**src/rtl/filter_pkg.sv**
```systemverilog
// filter_pkg: shared helpers for the filter output stage.
//   round_sat    - round-half-up and saturate an unsigned sample down by S bits
//   FIFO_AW/CW   - pointer and count widths for the default output FIFO depth
package filter_pkg;

    localparam int unsigned FIFO_DEPTH_DEF = 4;
    localparam int unsigned FIFO_AW        = $clog2(FIFO_DEPTH_DEF);
    localparam int unsigned FIFO_CW        = FIFO_AW + 1;

    // din is zero-extended into 64 bits; dw is its true width, s the number
    // of LSBs removed (s >= 1, dw <= 63). Result occupies the low dw-s bits.
    // A carry out of bit dw-1 after adding the half-LSB means saturation.
    function automatic logic [63:0] round_sat(input logic [63:0] din,
                                              input int unsigned dw,
                                              input int unsigned s);
        logic [63:0] t;
        logic [63:0] ones;
        t    = din + (64'd1 << (s - 1));
        ones = (64'd1 << (dw - s)) - 64'd1;
        if ((t >> dw) != 64'd0) begin
            return ones;
        end
        return (t >> s) & ones;
    endfunction

endpackage

```
**src/rtl/filter_sync_fifo.sv**
```systemverilog
// filter_sync_fifo: single-clock FIFO with pointers and an occupancy count.
//   clk, reset_n : clock, synchronous active-low reset
//   push, din    : write request and data (ignored when full unless popping)
//   pop          : read request (ignored when empty)
//   dout         : head entry, combinational from storage; 0 when empty
//   full, empty  : occupancy flags
module filter_sync_fifo #(
    parameter int unsigned WIDTH = 12,
    parameter int unsigned DEPTH = 4
) (
    input  logic             clk,
    input  logic             reset_n,
    input  logic             push,
    input  logic             pop,
    input  logic [WIDTH-1:0] din,
    output logic [WIDTH-1:0] dout,
    output logic             full,
    output logic             empty
);

    localparam int unsigned AW = $clog2(DEPTH);
    localparam int unsigned CW = AW + 1;

    logic [WIDTH-1:0] mem [DEPTH];
    logic [AW-1:0]    rd_ptr;
    logic [AW-1:0]    wr_ptr;
    logic [CW-1:0]    count;
    logic             do_push;
    logic             do_pop;

    assign full    = (count == CW'(DEPTH));
    assign empty   = (count == '0);
    assign do_pop  = pop && !empty;
    // A push into a full FIFO is accepted when the head leaves in the same cycle.
    assign do_push = push && (!full || do_pop);
    assign dout    = empty ? '0 : mem[rd_ptr];

    always_ff @(posedge clk) begin
        if (do_push) begin
            mem[wr_ptr] <= din;
        end
    end

    always_ff @(posedge clk) begin
        if (!reset_n) begin
            rd_ptr <= '0;
            wr_ptr <= '0;
            count  <= '0;
        end else begin
            if (do_push) begin
                wr_ptr <= wr_ptr + 1'b1;
            end
            if (do_pop) begin
                rd_ptr <= rd_ptr + 1'b1;
            end
            if (do_push && !do_pop) begin
                count <= count + 1'b1;
            end else if (!do_push && do_pop) begin
                count <= count - 1'b1;
            end
        end
    end

endmodule

```
**src/rtl/filter_decimator.sv**
```systemverilog
// filter_decimator: keeps 1 of every decim_ratio filter samples, rounds and
// saturates them to OUT_WIDTH, and queues them for a ready/valid consumer.
//   clk, reset_n        : clock, synchronous active-low reset
//   decim_ratio         : keep 1 of N samples (0 behaves as 1)
//   y_N, y_N_valid      : input stream, no backpressure
//   z_N, z_N_valid      : FIFO head and non-empty flag
//   z_N_ready           : consumer accepts z_N when valid and ready
//   overflow            : sticky, a kept sample was dropped on a full FIFO
//   overflow_clr        : clears overflow (a simultaneous drop wins)
module filter_decimator
    import filter_pkg::*;
#(
    parameter int unsigned DATA_WIDTH  = 16,
    parameter int unsigned OUT_WIDTH   = 12,
    parameter int unsigned RATIO_WIDTH = 4,
    parameter int unsigned FIFO_DEPTH  = FIFO_DEPTH_DEF
) (
    input  logic                   clk,
    input  logic                   reset_n,
    input  logic [RATIO_WIDTH-1:0] decim_ratio,
    input  logic [DATA_WIDTH-1:0]  y_N,
    input  logic                   y_N_valid,
    output logic [OUT_WIDTH-1:0]   z_N,
    output logic                   z_N_valid,
    input  logic                   z_N_ready,
    output logic                   overflow,
    input  logic                   overflow_clr
);

    localparam int unsigned S = DATA_WIDTH - OUT_WIDTH;

    logic [RATIO_WIDTH-1:0] cnt;
    logic [RATIO_WIDTH-1:0] ratio_eff;
    logic                   keep;
    logic [OUT_WIDTH-1:0]   rnd_next;
    logic [OUT_WIDTH-1:0]   rnd_data;
    logic                   rnd_valid;
    logic                   fifo_full;
    logic                   fifo_empty;
    logic                   pop;
    logic                   push;
    logic                   drop;

    assign ratio_eff = (decim_ratio == '0) ? RATIO_WIDTH'(1) : decim_ratio;
    assign keep      = y_N_valid && (cnt == '0);
    assign rnd_next  = OUT_WIDTH'(round_sat(64'(y_N), DATA_WIDTH, S));

    // The >= compare lets a shrinking ratio pull cnt back to 0 on the next sample.
    always_ff @(posedge clk) begin
        if (!reset_n) begin
            cnt <= '0;
        end else if (y_N_valid) begin
            cnt <= (cnt >= ratio_eff - 1'b1) ? '0 : cnt + 1'b1;
        end
    end

    always_ff @(posedge clk) begin
        if (!reset_n) begin
            rnd_valid <= 1'b0;
            rnd_data  <= '0;
        end else begin
            rnd_valid <= keep;
            if (keep) begin
                rnd_data <= rnd_next;
            end
        end
    end

    assign pop  = z_N_valid && z_N_ready;
    assign push = rnd_valid && (!fifo_full || pop);
    assign drop = rnd_valid && fifo_full && !pop;

    always_ff @(posedge clk) begin
        if (!reset_n) begin
            overflow <= 1'b0;
        end else if (drop) begin
            overflow <= 1'b1;
        end else if (overflow_clr) begin
            overflow <= 1'b0;
        end
    end

    filter_sync_fifo #(
        .WIDTH (OUT_WIDTH),
        .DEPTH (FIFO_DEPTH)
    ) u_fifo (
        .clk     (clk),
        .reset_n (reset_n),
        .push    (push),
        .pop     (pop),
        .din     (rnd_data),
        .dout    (z_N),
        .full    (fifo_full),
        .empty   (fifo_empty)
    );

    assign z_N_valid = !fifo_empty;

endmodule

```
**config.mk**
```make
export PLATFORM = sky130hd
export DESIGN_NAME = filter_decimator
export DESIGN_NICKNAME = d
export VERILOG_FILES = /design/src/rtl/filter_pkg.sv /design/src/rtl/filter_sync_fifo.sv /design/src/rtl/filter_decimator.sv
export SDC_FILE = /design/constraint.sdc
export NUM_CORES = 1
export LEC_CHECK = 0
export ABC_AREA = 1
export CAP_MARGIN = 10
export CORE_MARGIN = 2
export CORE_UTILIZATION = 60
export DETAILED_ROUTE_END_ITERATION = 10
export GPL_ROUTABILITY_DRIVEN = 0
export PLACE_DENSITY = 0.84
export SLEW_MARGIN = 20
export SYNTH_ARGS = -nofsm -noshare
export SYNTH_HDL_FRONTEND = slang
export SYNTH_HIERARCHICAL = 1
export SYNTH_SLANG_ARGS = --single-unit
export TNS_END_PERCENT = 20
```
**constraint.sdc**
```tcl
create_clock -name clk -period 6.4 [get_ports clk]
set_input_delay 0.96 -clock clk [delete_from_list [all_inputs] [get_ports clk]]
set_output_delay 0.96 -clock clk [all_outputs]
set_load 0.02 [all_outputs]
```
**Word level (Yosys, flattened, before mapping)**

Memory sizes are Yosys's and may differ from the RTL's. A register that Yosys moved wholly into a read port is not among the register bits.
Cells that the tools add are included.

- Register bits: 25
- RAM bits: 48
- Input port bits: 25
- Output and inout bits: 14
- Logic and storage cells: 53
- Memories: 1

- Add/subtract/negate cells: 7
- Magnitude comparators: 1
- Eq/ne operators: 1
- Multiplexer cells: 14
- Reductions and logical operators: 22

Memory list:

| memory | depth | width | read ports | clocked after memory_dff | write ports | RTL line | text |
|---|---|---|---|---|---|---|---|
| u_fifo.mem | 4 | 12 | 1 | 1 | 1 | filter_sync_fifo.sv:24 | `logic [WIDTH-1:0] mem [DEPTH];` |

Operators by type and width:

| operator | count |
|---|---|
| $reduce_bool A64 Y1 | 1 |
| $mux W12 | 3 |
| $add A16 B4 Y17 const B | 1 |
| $logic_and A1 B1 Y1 | 9 |
| $logic_not A4 Y1 | 2 |
| $mux W4 | 2 |
| $mux W3 | 2 |
| $logic_not A1 Y1 | 5 |
| $mux W1 | 5 |
| $add A2 B1 Y2 const B | 2 |
| $add A4 B1 Y4 const B | 1 |
| $ge A4 B4 Y1 | 1 |
| $mux W2 | 2 |
| $reduce_bool A2 Y1 | 2 |
| $sub A4 B1 Y4 const B | 1 |
| $add A3 B1 Y3 const B | 1 |
| $eq A3 B3 Y1 const B | 1 |
| $logic_not A3 Y1 | 1 |
| $sub A3 B1 Y3 const B | 1 |
| $logic_or A1 B1 Y1 | 2 |

**Depth between registers and ports, before layout**

- Depth after elaboration: 10
- Gate-level depth with buffers: 20
- Gate-level depth less buffers: 19

**By module**

The synthesis kept the hierarchy.

Modules (own cells, without submodules):

| module | times used | cells each | area an instance (µm²) | seq. area each (µm²) |
|---|---|---|---|---|
| filter_sync_fifo | 1 | 214 | 2381.0 | 1621.6 |
| filter_decimator | 1 | 152 | 1119.8 | 360.3 |

**Worst setup path after synthesis**

Ideal clock, no wire load.

- Path kind: input port to flip-flop
- Start: input z_N_ready
- End: register u_fifo.count[2]
- Setup time: 113 ps
- Arrival: 2499 ps
- Required time: 6287 ps
- Setup slack: 3788 ps
- Stages on the path: 13
- Path buffers: 0
- Cells stage by stage: nand2_1 > a21boi_0 > nand2_1 > inv_1 > ha_1 > inv_1 > fa_1 > inv_1 > nand2_1 > nand3_1 > nand2_1 > nand2_1 > nor2_1

- Word-level cells in the longest chain between the ends: 7
- Elaborated cells between the ends (all ways): 12
- Those cells by class: mux: 1; reduce/logical: 11

Ends and longest elaborated chain:

| what | RTL line | text |
|---|---|---|
| start: declaration | filter_decimator.sv:25 | `input logic z_N_ready,` |
| $logic_and A1 B1 Y1 (*) | filter_decimator.sv:69 | `assign pop = z_N_valid && z_N_ready;` |
| $logic_or A1 B1 Y1 (*) | filter_decimator.sv:70 | `assign push = rnd_valid && (!fifo_full \|\| pop);` |
| $logic_and A1 B1 Y1 (*) | filter_decimator.sv:70 |  |
| net push | filter_decimator.sv:41 | `logic push;` |
| $logic_and A1 B1 Y1 (*) | filter_sync_fifo.sv:35 | `assign do_push = push && (!full \|\| do_pop);` |
| net u_fifo.do_push | filter_sync_fifo.sv:28 | `logic do_push;` |
| $logic_not A1 Y1 | filter_sync_fifo.sv:58 | `end else if (!do_push && do_pop) begin` |
| $logic_and A1 B1 Y1 | filter_sync_fifo.sv:58 |  |
| $reduce_bool A2 Y1 (no line) | -- |  |
| end signal: assignment | filter_sync_fifo.sv:57 | `count <= count + 1'b1;` |
| end signal: assignment | filter_sync_fifo.sv:59 | `count <= count - 1'b1;` |
| end: declaration | filter_sync_fifo.sv:27 | `logic [CW-1:0] count;` |

The timed path passes the listed nets; every way through them passes the cells marked *.
A chain may end at the register's enable or synchronous reset.

==> PnR_summary.wiki <==
{| class="wikitable"
! Metric !! Value
|-
| Post-synth top area cell || sky130_fd_sc_hd__edfxtp_1
|-
| Wire length of the first global-routing pass || 10680 um
|-
| RSZ-0062 raised after global routing || no
|-
| Number of synthesized flops with an enable pin || 48
|-
| Max Clock Freq || a little under 300 MHz
|-
| Postcts setup bufs || 0
|-
| Fraction of final layout cells with drive strength greater than 1 || 0.08642
|-
| Power spent charging and discharging nets || around 0.51 mW
|-
| Setup crit end kind || output port
|-
| Sequential share of the synthesized area || 0.5661
|-
| Async set or reset register ratio after synthesis || 0
|-
| Number of buffers created by CTS || 9
|-
| Post-Syn Nets || 403
|-
| Core Footprint || 5574 um^2
|-
| Depth of the worst register-to-register path || 8
|-
| Setup_tns || 0 ps
|-
| WP data required || between 5000 and 6000 ps
|-
| Critical Path Fanout Max || 25
|-
| # hold bufs at CTS || 0
|-
| R2r setup slk || ~3400 ps
|-
| Post-layout net count || approximately 440
|-
| Synthesized cell area || approximately 3500 um^2
|-
| Via count of the first global-routing pass || between 2000 and 2500
|-
| Clock sinks || 75
|-
| Period Utilization, post-route || 0.5281
|-
| Via count || approximately 2600
|-
| Setup skew after layout || between 10 and 15 ps
|-
| Per-cell routed wire length || ~14 um
|-
| Min-Delay Path Depth || 2
|-
| Number of gates resized after CTS || 0
|-
| Final setup violation count || 0
|-
| TritonCTS clock tree || built
|-
| Combinational share of power || 0.313
|-
| Met2 layer usage reported by global route || 0.3975
|-
| Antenna fix cells || 0
|-
| Leak pwr || 1.602 nW
|-
| Worst Path Arrival || between 2000 and 2500 ps
|-
| Max-capacitance violation count || 0
|-
| Number of rows created at floorplan || 27
|-
| Vias per cell || between 5 and 6
|-
| Total overflow reported by the global router || 0
|-
| #FFs+latches synth || 75
|-
| CTS H-tree lvls || 3
|-
| DP Wirelength || 4366 um
|-
| Power consumption || ~1.5 mW
|-
| Peak ir drop on the vdd network || 0.1739 mV
|-
| Share of power burned in the clock network || 0.277
|-
| Endpoint, Worst Hold || overflow
|-
| Maximum number of pins on one net before global-route repair || 26
|-
| Clock Root Buffer || sky130_fd_sc_hd__clkbuf_8
|-
| Startpoint type of the worst setup path || flip-flop
|-
| Cell types occupying the most area after synthesis || sky130_fd_sc_hd__edfxtp_1 41%, sky130_fd_sc_hd__dfxtp_1 15%, sky130_fd_sc_hd__nor2_1 8.5%, sky130_fd_sc_hd__nand2_1 4.4%, sky130_fd_sc_hd__ha_1 3.9%
|-
| Max clock buf depth || 2
|-
| Count of input and output buffers || 35
|-
| Final core area utilization || 0.7347
|-
| Synthesis-to-finish area growth || 16.98%
|-
| Syn Area/Cell || 9.565 um^2
|-
| Number of warnings issued by yosys || 6
|-
| Hold Vio Cnt, Final || 0
|-
| Category of the most critical setup path || reg2out
|-
| IO Count || 39
|-
| Antenna Violating Nets Remaining || 0
|-
| Net switching share of the total power || 0.3363
|-
| Power Dens Cells || ~370 nW/um^2
|-
| Met3 Usage GRT || 0.02809
|-
| Cells after synthesis || ~370
|-
| Detailed Route Iter0 Violations || 293
|-
| Area share of the largest cell type after synthesis || 0.4117
|-
| Distinct cell type count of the synthesized netlist || 37
|-
| Initial antenna violation count || 0
|-
| Clock transition at path regs || about 70 ps
|-
| Reg2reg start || u_fifo/count[0]
|-
| Setup WS pre-CTS || roughly 2900 ps
|-
| Dominant synthesized flop cell || sky130_fd_sc_hd__edfxtp_1
|-
| Y dimension of the die || around 80 um
|-
| Placed cell area || just under 4000 um^2
|-
| Width of the chip || 80.39 um
|-
| Busiest metal layer after global routing || met2
|-
| Design Area, Final || just over 4000 um^2
|-
| Post-layout min period || 3380 ps
|-
| Final number of max-transition violations || 0
|-
| Result of the run || completed
|-
| Remaining DRCs || 0
|-
| Number of search-and-repair iterations in the first detailed-routing pass || 5
|-
| Startpoint of the most critical hold path || overflow
|-
| Post-synth top cells || 79 x sky130_fd_sc_hd__nor2_1, 48 x sky130_fd_sc_hd__edfxtp_1, 41 x sky130_fd_sc_hd__nand2_1, 35 x sky130_fd_sc_hd__inv_1, 27 x sky130_fd_sc_hd__dfxtp_1
|-
| Internal Power || around 1.0 mW
|-
| Insertion delay to the later sink of the worst-skew pair || around 340 ps
|-
| Starting density of the core || 0.6281
|-
| Sequential cell fraction of total power || 0.409
|-
| Most repeated cell in the gate-level netlist after synthesis || sky130_fd_sc_hd__nor2_1
|-
| Transition time at the pin with the least slew margin || around 1100 ps
|-
| RR Endpoint || u_fifo/mem[0][6]
|-
| GRT Resource Usage Total || 0.2239
|-
| Met1 Resource Use GR || 0.2653
|-
| Wire length reported by the detailed router || around 6700 um
|-
| Worst hold-check path type || reg2reg
|-
| Worst Slack Setup Final || between 3000 and 4000 ps
|-
| Normalized max-slew margin || 0.2562
|-
| DIE AREA || between 6000 and 7000 um^2
|-
| Filler Cells Inserted || a little over 400
|}
==> worst max-delay path by stage <==
stage | slack, ps | start | depth (start not counted) | end
after floorplan | 3790 | z_N_ready | 13 | u_fifo/count[2]
after global placement | 2990 | z_N_ready | 5 | u_fifo/mem[1][10]
after detailed placement | 2890 | z_N_ready | 5 | u_fifo/mem[3][0]
after CTS | 3010 | flip-flop | 5 | z_N[7]
after global routing | 2820 | flip-flop | 5 | z_N[7]
final | 3020 | flip-flop | 5 | z_N[7]
==> layer usage <==
layer	wire, um	part of all wire
met4	125	0.019
met5	0	0
met2	3416	0.51
met3	298	0.045
met1	2844	0.43
==> final cells by class <==
cell class                 count  area [um^2]  area share
timing repair buffer          35        350.3     0.08555
inverter                      41        158.9     0.03880
sequential                    75         1982      0.4840
clock inverter                 5        83.83     0.02047
multi-input combinational    238         1277      0.3119
clock buffer                  11        152.6     0.03727
tap                           72        90.09     0.02200
==> registers in the layout (all words and copies together) (netlist names), named ones only <==
register,flops
cnt,4
overflow,1
rnd_data,12
rnd_valid,1
u_fifo/count,3
u_fifo/mem,48
u_fifo/rd_ptr,2
u_fifo/wr_ptr,2
==> cell families (layout without fill, tap and decap cells) <==
logic type | count (synthesis) | in the layout | share of synthesized area
AOI/OAI and AO/OA | 66 | 66 | 0.09722
xor gates and xnor gates | 13 | 13 | 0.03252
adders and majority gates | 12 | 12 | 0.04503
buffers and inverters | 53 | 92 | 0.07112
DFF | 75 | 75 | 0.5661
muxes | 1 | 1 | 0.002859
and+or+nand+nor | 146 | 146 | 0.1851
==> cell usage in the layout, fill, tap and decap left out, types with 2 or more instances in the layout <==
master	n
sky130_fd_sc_hd__o21ai_0	16
sky130_fd_sc_hd__nand3_2	2
sky130_fd_sc_hd__xor2_1	9
sky130_fd_sc_hd__nand2_1	41
sky130_fd_sc_hd__clkinvlp_4	2
sky130_fd_sc_hd__nor2_1	76
sky130_fd_sc_hd__xnor2_1	4
sky130_fd_sc_hd__ha_1	11
sky130_fd_sc_hd__nand3_1	12
sky130_fd_sc_hd__nor2_4	2
sky130_fd_sc_hd__o21ai_1	20
sky130_fd_sc_hd__inv_2	4
sky130_fd_sc_hd__bufinv_16	2
sky130_fd_sc_hd__a21oi_1	26
sky130_fd_sc_hd__edfxtp_1	48
sky130_fd_sc_hd__clkbuf_8	9
sky130_fd_sc_hd__inv_4	2
sky130_fd_sc_hd__clkdlybuf4s50_1	35
sky130_fd_sc_hd__nor2_2	4
sky130_fd_sc_hd__inv_1	35
sky130_fd_sc_hd__dfxtp_1	27
==> per-stage QoR <==
step / instances / hold WS (ps)
4_1_cts: 477 / 468.1
3_3_place_gp: 461 / 455.2
6_report: 477 / 464.9
3_5_place_dp: 461 / 458.3
5_1_grt: 477 / 511.5
2_1_floorplan: 366 / 452.8
==> power by group through the flow <==
stage	registers (mW)	logic, mW	clock network [mW]
after CTS	0.615	0.471	0.421
final	0.616	0.472	0.417
after global placement	0.623	0.450	0
after detailed placement	0.626	0.467	0
after global routing	0.624	0.519	0.435
after floorplan	0.601	0.332	0
==> worst max-delay path: stages (launching register included) <==
cell and delay (ps):
sky130_fd_sc_hd__dfxtp_1 910, sky130_fd_sc_hd__nor2_1 130, sky130_fd_sc_hd__nor2_1 120, sky130_fd_sc_hd__o21ai_0 90
sky130_fd_sc_hd__a21oi_1 200, sky130_fd_sc_hd__clkdlybuf4s50_1 630
Note: power is estimated with default switching activity, not from simulation.
